## src/rtl/icache_refill_if.sv

```systemverilog
`default_nettype none
// ============================================================================
// Module      : icache_refill_if
// Description : Bundle of the refill sequencer's fetch1 handshake, memory
//               read bus and icache CAM write port.
//               master = the refill sequencer, slave = its environment.
// Revision    : 1.0 - initial release
// ============================================================================
interface icache_refill_if;
    // fetch1 miss / flush handshake
    logic           miss_req;
    logic [28:2]    miss_addr;
    logic           miss_ack;
    logic           miss_err;
    logic           flush_req;
    logic           flush_done;
    logic           busy;

    // memory read bus
    logic           mem_req;
    logic [28:2]    mem_addr;
    logic           mem_gnt;
    logic           mem_rvalid;
    logic [31:0]    mem_rdata;
    logic           mem_rerr;

    // icache CAM write port
    logic [11:2]    cam_write_index;
    logic           cam_write_req_data;
    logic [31:0]    cam_write_data;
    logic           cam_write_req_tag_flags;
    logic [28:12]   cam_write_tag;
    logic [1:0]     cam_write_flags;

    modport master (
        input  miss_req, miss_addr, flush_req,
        input  mem_gnt, mem_rvalid, mem_rdata, mem_rerr,
        output miss_ack, miss_err, flush_done, busy,
        output mem_req, mem_addr,
        output cam_write_index, cam_write_req_data, cam_write_data,
        output cam_write_req_tag_flags, cam_write_tag, cam_write_flags
    );

    modport slave (
        output miss_req, miss_addr, flush_req,
        output mem_gnt, mem_rvalid, mem_rdata, mem_rerr,
        input  miss_ack, miss_err, flush_done, busy,
        input  mem_req, mem_addr,
        input  cam_write_index, cam_write_req_data, cam_write_data,
        input  cam_write_req_tag_flags, cam_write_tag, cam_write_flags
    );
endinterface
`default_nettype wire

```

## src/rtl/icache_refill.sv

```systemverilog
`default_nettype none
// ============================================================================
// Module      : icache_refill
// Description : Instruction cache refill and flush sequencer. Fetches one
//               line per miss (critical word first, wrapping in the line),
//               writes each returned beat into the CAM one cycle later, and
//               sweeps all 1024 CAM indices on a flush request.
// Revision    : 1.0 - initial release
// ============================================================================
module icache_refill #(
    parameter int LINE_WORDS = 4
) (
    input  logic                clk_core,
    input  logic                reset,
    icache_refill_if.master     bus
);

    localparam int                  c_OFS_W      = $clog2(LINE_WORDS);
    localparam logic [c_OFS_W-1:0]  c_LAST_BEAT  = c_OFS_W'(LINE_WORDS - 1);
    localparam logic [10:0]         c_FLUSH_END  = 11'd1024;
    localparam logic [9:0]          c_IDX_LAST   = 10'd1023;

    typedef enum logic [2:0] {
        IDLE  = 3'd0,
        REQ   = 3'd1,
        FILL  = 3'd2,
        FLUSH = 3'd3,
        DONE  = 3'd4
    } state_t;

    state_t                 r_state;
    state_t                 w_next;

    logic [28:2]            r_addr;
    logic [c_OFS_W-1:0]     r_beat;
    logic                   r_err;
    logic                   r_flush_pend;
    logic [10:0]            r_fcnt;

    logic                   w_flush_go;
    logic                   w_last_beat;
    logic [c_OFS_W-1:0]     w_wofs;
    logic [9:0]             w_fill_idx;

    // Beat k lands at the critical word's offset plus k, wrapped in the line.
    assign w_wofs      = r_addr[c_OFS_W+1:2] + r_beat;
    assign w_fill_idx  = {r_addr[11:c_OFS_W+2], w_wofs};
    assign w_last_beat = bus.mem_rvalid && (r_beat == c_LAST_BEAT);

    // A sweep starts on the edge that enters FLUSH from IDLE or DONE.
    assign w_flush_go  = (w_next == FLUSH) && (r_state != FLUSH);

    assign bus.busy     = (r_state != IDLE) || r_flush_pend;
    assign bus.mem_req  = (r_state == REQ);
    assign bus.mem_addr = r_addr;

    // State register.
    always_ff @(posedge clk_core or posedge reset) begin
        if (reset) begin
            r_state <= IDLE;
        end else begin
            r_state <= w_next;
        end
    end

    // Next-state decode; flushes (new or deferred) win over misses.
    always_comb begin
        w_next = r_state;
        case (r_state)
            IDLE: begin
                if (r_flush_pend || bus.flush_req) begin
                    w_next = FLUSH;
                end else if (bus.miss_req) begin
                    w_next = REQ;
                end
            end
            REQ: begin
                if (bus.mem_gnt) begin
                    w_next = FILL;
                end
            end
            FILL: begin
                if (w_last_beat) begin
                    w_next = DONE;
                end
            end
            DONE: begin
                // A flush deferred during the refill runs straight after it.
                if (r_flush_pend || bus.flush_req) begin
                    w_next = FLUSH;
                end else begin
                    w_next = IDLE;
                end
            end
            FLUSH: begin
                if (r_fcnt == c_FLUSH_END) begin
                    w_next = IDLE;
                end
            end
            default: w_next = IDLE;
        endcase
    end

    // Remember a flush request that arrives while busy with something else.
    always_ff @(posedge clk_core or posedge reset) begin
        if (reset) begin
            r_flush_pend <= 1'b0;
        end else if (w_flush_go) begin
            r_flush_pend <= 1'b0;
        end else if (bus.flush_req && (r_state != IDLE)) begin
            r_flush_pend <= 1'b1;
        end
    end

    // Miss context: address latch, beat counter and error sticky.
    always_ff @(posedge clk_core or posedge reset) begin
        if (reset) begin
            r_addr <= '0;
            r_beat <= '0;
            r_err  <= 1'b0;
        end else if ((r_state == IDLE) && (w_next == REQ)) begin
            r_addr <= bus.miss_addr;
            r_beat <= '0;
            r_err  <= 1'b0;
        end else if ((r_state == FILL) && bus.mem_rvalid) begin
            r_beat <= r_beat + 1'b1;
            r_err  <= r_err | bus.mem_rerr;
        end
    end

    // Sweep counter: index 0 is written on entry, so counting resumes at 1.
    always_ff @(posedge clk_core or posedge reset) begin
        if (reset) begin
            r_fcnt <= '0;
        end else if (w_flush_go) begin
            r_fcnt <= 11'd1;
        end else if ((r_state == FLUSH) && (r_fcnt != c_FLUSH_END)) begin
            r_fcnt <= r_fcnt + 11'd1;
        end
    end

    // Registered CAM write port and completion pulses; idle cycles drive zeros.
    always_ff @(posedge clk_core or posedge reset) begin
        if (reset) begin
            bus.cam_write_index         <= '0;
            bus.cam_write_req_data      <= 1'b0;
            bus.cam_write_data          <= '0;
            bus.cam_write_req_tag_flags <= 1'b0;
            bus.cam_write_tag           <= '0;
            bus.cam_write_flags         <= '0;
            bus.miss_ack                <= 1'b0;
            bus.miss_err                <= 1'b0;
            bus.flush_done              <= 1'b0;
        end else begin
            bus.cam_write_index         <= '0;
            bus.cam_write_req_data      <= 1'b0;
            bus.cam_write_data          <= '0;
            bus.cam_write_req_tag_flags <= 1'b0;
            bus.cam_write_tag           <= '0;
            bus.cam_write_flags         <= '0;
            bus.miss_ack                <= 1'b0;
            bus.miss_err                <= 1'b0;
            bus.flush_done              <= 1'b0;
            if (w_flush_go) begin
                bus.cam_write_req_tag_flags <= 1'b1;
            end else if ((r_state == FILL) && bus.mem_rvalid) begin
                bus.cam_write_index         <= w_fill_idx;
                bus.cam_write_req_data      <= 1'b1;
                bus.cam_write_data          <= bus.mem_rdata;
                bus.cam_write_req_tag_flags <= 1'b1;
                bus.cam_write_tag           <= r_addr[28:12];
                bus.cam_write_flags         <= {bus.mem_rerr, ~bus.mem_rerr};
                if (w_last_beat) begin
                    bus.miss_ack <= 1'b1;
                    bus.miss_err <= r_err | bus.mem_rerr;
                end
            end else if ((r_state == FLUSH) && (r_fcnt != c_FLUSH_END)) begin
                bus.cam_write_index         <= r_fcnt[9:0];
                bus.cam_write_req_tag_flags <= 1'b1;
                bus.flush_done              <= (r_fcnt[9:0] == c_IDX_LAST);
            end
        end
    end

endmodule
`default_nettype wire

```

## src/flat_wrapper.sv

```systemverilog
// flat-port wrapper written by rule: the top's interface ports become plain ports
module icache_refill_flat 
#(
    parameter int LINE_WORDS = 4
)
  (clk_core, reset, bus_miss_req, bus_miss_addr, bus_flush_req, bus_mem_gnt, bus_mem_rvalid, bus_mem_rdata, bus_mem_rerr, bus_miss_ack, bus_miss_err, bus_flush_done, bus_busy, bus_mem_req, bus_mem_addr, bus_cam_write_index, bus_cam_write_req_data, bus_cam_write_data, bus_cam_write_req_tag_flags, bus_cam_write_tag, bus_cam_write_flags);
  icache_refill_if bus_i ();
  input  logic clk_core;
  input  logic reset;
  input wire logic [$bits(bus_i.miss_req)-1:0] bus_miss_req;
  input wire logic [$bits(bus_i.miss_addr)-1:0] bus_miss_addr;
  input wire logic [$bits(bus_i.flush_req)-1:0] bus_flush_req;
  input wire logic [$bits(bus_i.mem_gnt)-1:0] bus_mem_gnt;
  input wire logic [$bits(bus_i.mem_rvalid)-1:0] bus_mem_rvalid;
  input wire logic [$bits(bus_i.mem_rdata)-1:0] bus_mem_rdata;
  input wire logic [$bits(bus_i.mem_rerr)-1:0] bus_mem_rerr;
  output wire logic [$bits(bus_i.miss_ack)-1:0] bus_miss_ack;
  output wire logic [$bits(bus_i.miss_err)-1:0] bus_miss_err;
  output wire logic [$bits(bus_i.flush_done)-1:0] bus_flush_done;
  output wire logic [$bits(bus_i.busy)-1:0] bus_busy;
  output wire logic [$bits(bus_i.mem_req)-1:0] bus_mem_req;
  output wire logic [$bits(bus_i.mem_addr)-1:0] bus_mem_addr;
  output wire logic [$bits(bus_i.cam_write_index)-1:0] bus_cam_write_index;
  output wire logic [$bits(bus_i.cam_write_req_data)-1:0] bus_cam_write_req_data;
  output wire logic [$bits(bus_i.cam_write_data)-1:0] bus_cam_write_data;
  output wire logic [$bits(bus_i.cam_write_req_tag_flags)-1:0] bus_cam_write_req_tag_flags;
  output wire logic [$bits(bus_i.cam_write_tag)-1:0] bus_cam_write_tag;
  output wire logic [$bits(bus_i.cam_write_flags)-1:0] bus_cam_write_flags;
  assign bus_i.miss_req = bus_miss_req;
  assign bus_i.miss_addr = bus_miss_addr;
  assign bus_i.flush_req = bus_flush_req;
  assign bus_i.mem_gnt = bus_mem_gnt;
  assign bus_i.mem_rvalid = bus_mem_rvalid;
  assign bus_i.mem_rdata = bus_mem_rdata;
  assign bus_i.mem_rerr = bus_mem_rerr;
  assign bus_miss_ack = bus_i.miss_ack;
  assign bus_miss_err = bus_i.miss_err;
  assign bus_flush_done = bus_i.flush_done;
  assign bus_busy = bus_i.busy;
  assign bus_mem_req = bus_i.mem_req;
  assign bus_mem_addr = bus_i.mem_addr;
  assign bus_cam_write_index = bus_i.cam_write_index;
  assign bus_cam_write_req_data = bus_i.cam_write_req_data;
  assign bus_cam_write_data = bus_i.cam_write_data;
  assign bus_cam_write_req_tag_flags = bus_i.cam_write_req_tag_flags;
  assign bus_cam_write_tag = bus_i.cam_write_tag;
  assign bus_cam_write_flags = bus_i.cam_write_flags;
  icache_refill #(.LINE_WORDS(LINE_WORDS)) u_core (.clk_core(clk_core), .reset(reset), .bus(bus_i));
endmodule
```

## config.mk

```make
export PLATFORM = sky130hd
export DESIGN_NAME = icache_refill_flat
export DESIGN_NICKNAME = d
export VERILOG_FILES = /design/src/rtl/icache_refill_if.sv /design/src/rtl/icache_refill.sv /design/src/flat_wrapper.sv
export SDC_FILE = /design/constraint.sdc
export NUM_CORES = 1
export LEC_CHECK = 0
export ABC_AREA = 1
export ABC_CLOCK_PERIOD_IN_PS = 5800
export BUFFER_PORTS_ARGS = -buffer_cell sky130_fd_sc_hd__buf_2
export CORE_MARGIN = 2
export CORE_UTILIZATION = 53
export CTS_CLUSTER_SIZE = 30
export DETAILED_ROUTE_END_ITERATION = 10
export PLACE_DENSITY = 0.85
export SLEW_MARGIN = 20
export SYNTH_ARGS = -nofsm -noshare
export SYNTH_HDL_FRONTEND = slang
export SYNTH_SLANG_ARGS = --single-unit
```

## constraint.sdc

```tcl
create_clock -name clk_core -period 5.8 [get_ports clk_core]
set_clock_uncertainty 0.2 [all_clocks]
set_input_delay 0.58 -clock clk_core [delete_from_list [all_inputs] [get_ports clk_core]]
set_output_delay 0.58 -clock clk_core [all_outputs]
set_load 0.005 [all_outputs]
```

# --- Yosys cells after proc, flatten, opt, wreduce, memory -nomap -nowiden ---
# Index checks and enable logic that the tools add are counted.
word_totals:
  input_bits: 66
  elab_cells: 82
  out_inout_bits: 95
  ff_bits: 111
op_classes:
  n_mux: 38
  n_reduce_logical: 13
  n_addsub: 3
  bitwise: 2
  eq_ne: 11
ops:
  columns: ["cell", "count"]
  rows:
  - ["$mux 32", 2]
  - ["$mux 17", 2]
  - ["$mux 10", 3]
  - ["$mux 11", 2]
  - ["$mux 1", 18]
  - ["$mux 3", 5]
  - ["$pmux 3 s5", 1]
  - ["$add 11x1->11 const B", 1]
  - ["$eq 11x11->1 const B", 1]
  - ["$ne 11x11->1 const B", 1]
  - ["$eq 10x10->1 const B", 1]
  - ["$mux 2", 5]
  - ["$eq 3x2->1 const B", 3]
  - ["$eq 3x1->1 const B", 2]
  - ["$logic_and 1x1->1", 6]
  - ["$reduce_bool 2->1", 3]
  - ["$eq 3x3->1 const B", 1]
  - ["$logic_not 3->1", 1]
  - ["$ne 3x2->1 const B", 1]
  - ["$reduce_bool 3->1", 1]
  - ["$add 2x1->2 const B", 1]
  - ["$add 2x2->2", 1]
  - ["$eq 2x2->1 const B", 1]
  - ["$logic_or 1x1->1", 2]
  - ["2 further kinds", 2]

# --- Longest topological paths before layout ---
depth:
  depth_word: 7
  mapped_depth: 12
  mapped_depth_nobuf: 11

# --- Worst setup path after synthesis ---
# No wires, ideal clock.
synth_path:
  path_type: "in2reg"
  start: "input port bus_flush_req"
  end: "register u_core.r_addr, in the netlist u_core.bus.mem_addr[3]"
  t_required_ns: 5.483
  stages: 9
  slack_ns: 3.942
  arrival_time_ns: 1.541
  cell_sequence: "inv_1 -> nand2_1 -> nand4_1 -> inv_1 -> a21oi_1 -> nand4_2 -> buf_2 -> nand2_1 -> nand2_1"
synth_via:
  elab_chain_cells: 5
  elab_cells_between_ends: 6
  classes_between: "eq/ne (1); mux (3); reduce/logical (2)"
synth_lines:
  columns: ["element", "line_no", "source"]
  rows:
  - ["start, declared", "flat_wrapper.sv:12", "input wire logic [$bits(bus_i.flush_req)-1:0] bus_flush_req;"]
  - ["$logic_or 1x1->1 *", "icache_refill.sv:71, icache_refill.sv:89", null]
  - ["$mux 2 / $mux 3 (equally long branches)", "icache_refill.sv:89, icache_refill.sv:71", null]
  - ["$pmux 3 s5 *", "icache_refill.sv:69", "case (r_state)"]
  - ["$eq 3x1->1 *", "icache_refill.sv:121", "end else if ((r_state == IDLE) && (w_next == REQ)) begin"]
  - ["$logic_and 1x1->1 *", "icache_refill.sv:121", null]
  - ["end signal, assigned", "icache_refill.sv:122", "r_addr <= bus.miss_addr;"]
  - ["end, declared", "icache_refill.sv:34", "logic [28:2] r_addr;"]
# Every way passes the cells marked *; elsewhere a longest branch is shown, timed or not.
# A chain may end at the register's enable or synchronous reset.

# --- Final worst setup path ---
layout_path:
  start: "register u_core.r_state[0]"
  end: "register u_core.r_fcnt[7]"
layout_via:
  elab_chain_cells: 6
  elab_cells_between_ends: 17
  classes_between: "eq/ne (6); mux (7); reduce/logical (4)"
layout_lines:
  columns: ["element", "line_no", "source"]
  rows:
  - ["start, declared", "icache_refill.sv:31", "state_t r_state;"]
  - ["start signal, assigned", "icache_refill.sv:62", "r_state <= w_next;"]
  - ["$mux 3", "icache_refill.sv:73", "end else if (bus.miss_req) begin"]
  - ["$mux 3", "icache_refill.sv:71", "if (r_flush_pend || bus.flush_req) begin"]
  - ["$pmux 3 s5", "icache_refill.sv:69", null]
  - ["$eq 3x2->1", "icache_refill.sv:51", "assign w_flush_go = (w_next == FLUSH) && (r_state != FLUSH);"]
  - ["$logic_and 1x1->1", "icache_refill.sv:51", null]
  - ["$mux 11 / $reduce_bool 2->1 (equally long branches)", null, null]
  - ["end signal, assigned", "icache_refill.sv:138", "r_fcnt <= r_fcnt + 11'd1;"]
  - ["end, declared", "icache_refill.sv:38", "logic [10:0] r_fcnt;"]
# Parallel ways exist; a longest one is shown, timed or not.

==> flow_metrics.tcl <==
set metrics [dict create \
    drc_errors 0 \
    yosys_warnings 0 \
    clkSinkCount 111 \
    track_usage_pct 22.7 \
    endpoint "u_core.r_fcnt[7]$_DFFE_PP0P_" \
    area_growth_syn_to_layout_pct 24.9 \
    start_util_pct 54.2 \
    regToRegEndpoint "u_core.r_fcnt[7]$_DFFE_PP0P_" \
    syn_area_um2 4430 \
    cpPeakStageDelay_ns 0.59 \
    synth_top_cell_by_area "dfrtp_1" \
    antenna_found_initial 0 \
    fin_crit_ns 2.82 \
    r2r_cells 7 \
    place_congestion 0.941 \
    cap_violations 0 \
    diodes 0 \
    synth_nets 552 \
    core_um2 8180 \
    root_buffer "clkbuf_8" \
    cp_common_cell "nand2_1" \
    p_clk_share_pct 39.2 \
    layout_common_cells "buf_2 (160), dfrtp_1 (111), nand2_1 (108)" \
    dr.pass1.iters 4 \
    rr_startpoint "u_core.r_state[0]$_DFF_PP0_" \
    die_h_um 95.4 \
    synth_area_leaders "dfrtp_1 (63%), nand2_1 (9.1%), inv_1 (7.2%)" \
    final_util_pct 67.7 \
    maxSlewHeadroom_pct 30.7 \
    cts_tree "yes" \
    drtAntennaViolNets 0 \
    wl_per_cell_um 13.7 \
    power_w 0.00134 \
    hold_viol 0 \
    run_status "finished clean" \
    grt-busiest-layer "met2" \
    worst_slew_pin_slew_ns 1.04 \
    use_met1_pct 30.0 \
    final_nets 708 \
    grt_pass1_wl_mm 15.8 \
    ir_worst_vdd_mv 0.181 \
    setup_violations 0 \
    layout.cells.non_filler 748 \
    p_int_w 0.00106 \
    max_freq_mhz 354 \
    via_count 3650 \
    report.final.slew_viol_count 0 \
    path_depth 7 \
    h-tree-depth 3 \
    cp-startpoint "u_core.r_state[0]$_DFF_PP0_" \
    dp.cells 732 \
    postSynthAreaPerCell_um2 9.19 \
    worstSetupPathType "register to register" \
    tns_ns 0 \
    worst_skew_pair.late_latency_ns 0.35 \
    grt_pass1_vias 3299 \
    layout_commonest_cell "buf_2" \
    vias_per_cell 4.88 \
    drive_gt1_share_pct 29.4 \
    grt-ovfl-total 0 \
    synth_cell_types 28 \
    cts_buffers 9 \
    grtUsageMet3_pct 3.16 \
    required_ns 5.84 \
    clk_pin_slew_worst_paths_ns 0.10 \
    cts.path.max_buffers 2 \
    path_max_fanout 36 \
    ys_ff_latch 111 \
    wl_mm 10.3 \
    worstSetupStartpointType "register" \
    cts_hold_buf 0 \
    netlist.area_leader.share_pct 62.7 \
    switching_power_w 0.000279 \
    endpoint_kind "register" \
    grt_max_degree 58 \
    finalCritPeriodShare_pct 48.7 \
    power_frac_seq_pct 57.7 \
    leakage_nw 3.40 \
    yosysSeqAreaShare_pct 62.7 \
    p_per_area_nw_per_um2 242 \
    path_cells "inv_1 -> nor3_2 -> nand2_2 -> nand3_2 -> nand2_1 -> nand2_1 -> nand2_1" \
    ios 161 \
    rsz0062_at_grt "no" \
    arrival_ns 2.86 \
    worstHoldPathType "input pin to asynchronous set/reset pin" \
    die_w_um 95.4 \
    pwr-share-comb_pct 3.1 \
    switching_share_pct 20.8 \
    drt_iter0_drc 164 \
    synth_cells 482 \
    cp.buffers_inverters 1 \
    crit_family "simple AND/OR/NAND/NOR gates" \
    rrSetupSlack_ns 2.98 \
    die_area_um2 9110 \
    cp_slowest_cell "nor3_2" \
    numPortBuffers 160 \
    use_met2_pct 38.6 \
    post_cts_resized 0 \
    cts_setup_buffers 0 \
    place.detailed.hpwl_mm 7.43 \
    rows 33 \
    hold_ws_ns 0.116 \
]
## how the worst min path moves through the flow
stage | start | endpoint | slack (ns)
after floorplan | u_core.r_err$_DFFE_PP0P_ | u_core.bus.miss_err$_DFF_PP0_ | 0.24
after global placement | u_core.r_err$_DFFE_PP0P_ | u_core.bus.miss_err$_DFF_PP0_ | 0.26
after detailed placement | u_core.r_err$_DFFE_PP0P_ | u_core.bus.miss_err$_DFF_PP0_ | 0.26
after CTS | reset | u_core.bus.cam_write_data[5]$_DFF_PP0_ | 0.13
after global routing | reset | u_core.bus.cam_write_data[5]$_DFF_PP0_ | 0.16
final | reset | u_core.bus.cam_write_data[5]$_DFF_PP0_ | 0.12
## cell usage after synthesis
| cell | count |
|---|---|
| nor2_4 | 1 |
| o22ai_1 | 1 |
| o21a_1 | 1 |
| xnor2_1 | 2 |
| or2_2 | 1 |
| o21ai_0 | 8 |
| a32o_1 | 2 |
| nand4_2 | 1 |
| inv_1 | 85 |
| xor2_1 | 5 |
| buf_2 | 6 |
| ha_1 | 4 |
| nand3_4 | 1 |
| nor3_1 | 2 |
| dfrtp_1 | 111 |
| nor2_2 | 2 |
| a21oi_1 | 1 |
| nand3_1 | 37 |
| nand2_2 | 1 |
| nand3_2 | 1 |
| nor2_1 | 76 |
| buf_6 | 2 |
| inv_2 | 1 |
| nand4_1 | 11 |
| clkbuf_1 | 8 |
| nand2_1 | 108 |
| a22o_1 | 2 |
| nor3_2 | 1 |
## power by group through the flow
stage | clock [W] | combinational (W) | sequential, W
2_1_floorplan | 0 | 0.0000157 | 0.000789
3_3_place_gp | 0 | 0.0000414 | 0.000789
3_5_place_dp | 0 | 0.0000428 | 0.000789
4_1_cts | 0.000537 | 0.0000430 | 0.000773
5_1_grt | 0.000572 | 0.0000480 | 0.000774
6_report | 0.000526 | 0.0000416 | 0.000773
## cell families (layout without fill, tap and decap cells)
family	Yosys count	count (layout)	synth area share [%]
adder cells (fa/ha/maj)	4	4	1.13
AO/OA/AOI/OAI	15	15	2.17
AND/OR/NAND/NOR	243	243	23.5
buffers and inverters	102	263	9.15
flip-flops	111	111	62.7
XOR/XNOR	7	7	1.38
## sequential cells by signal, summed over array words and instances (netlist names)
signal                              count
u_core.bus.cam_write_req_data           1
u_core.bus.cam_write_flags              2
u_core.bus.miss_err                     1
u_core.r_state                          3
u_core.bus.cam_write_req_tag_flags      1
u_core.bus.cam_write_data              32
u_core.r_beat                           2
u_core.bus.cam_write_index             10
u_core.r_flush_pend                     1
u_core.bus.cam_write_tag               17
u_core.r_fcnt                          11
u_core.bus.flush_done                   1
u_core.bus.mem_addr                    27
u_core.bus.miss_ack                     1
u_core.r_err                            1
## through the flow
stage / area (um^2) / setup slack, ns
2_1_floorplan: 4430 / 2.09
3_3_place_gp: 5300 / 3.10
3_5_place_dp: 5300 / 3.02
4_1_cts: 5540 / 3.00
5_1_grt: 5540 / 2.71
6_report: 5540 / 2.98
## area by class of cell
type / instances / area (um^2)
clock buffers: 11 / 151
clock inverters: 5 / 87.6
fillers: 663 / 2640
inverters: 86 / 325
multi-input cells: 269 / 1250
flip-flops and latches: 111 / 2780
well taps: 105 / 131
repair buffers: 161 / 808
## layer usage
layer	up-vias	share of wire [%]
li1	1771	-
met3	8	6.4
met5	-	0
met4	0	0.89
met2	140	51
met1	1731	42
Note: power is estimated with default switching activity, not from simulation.
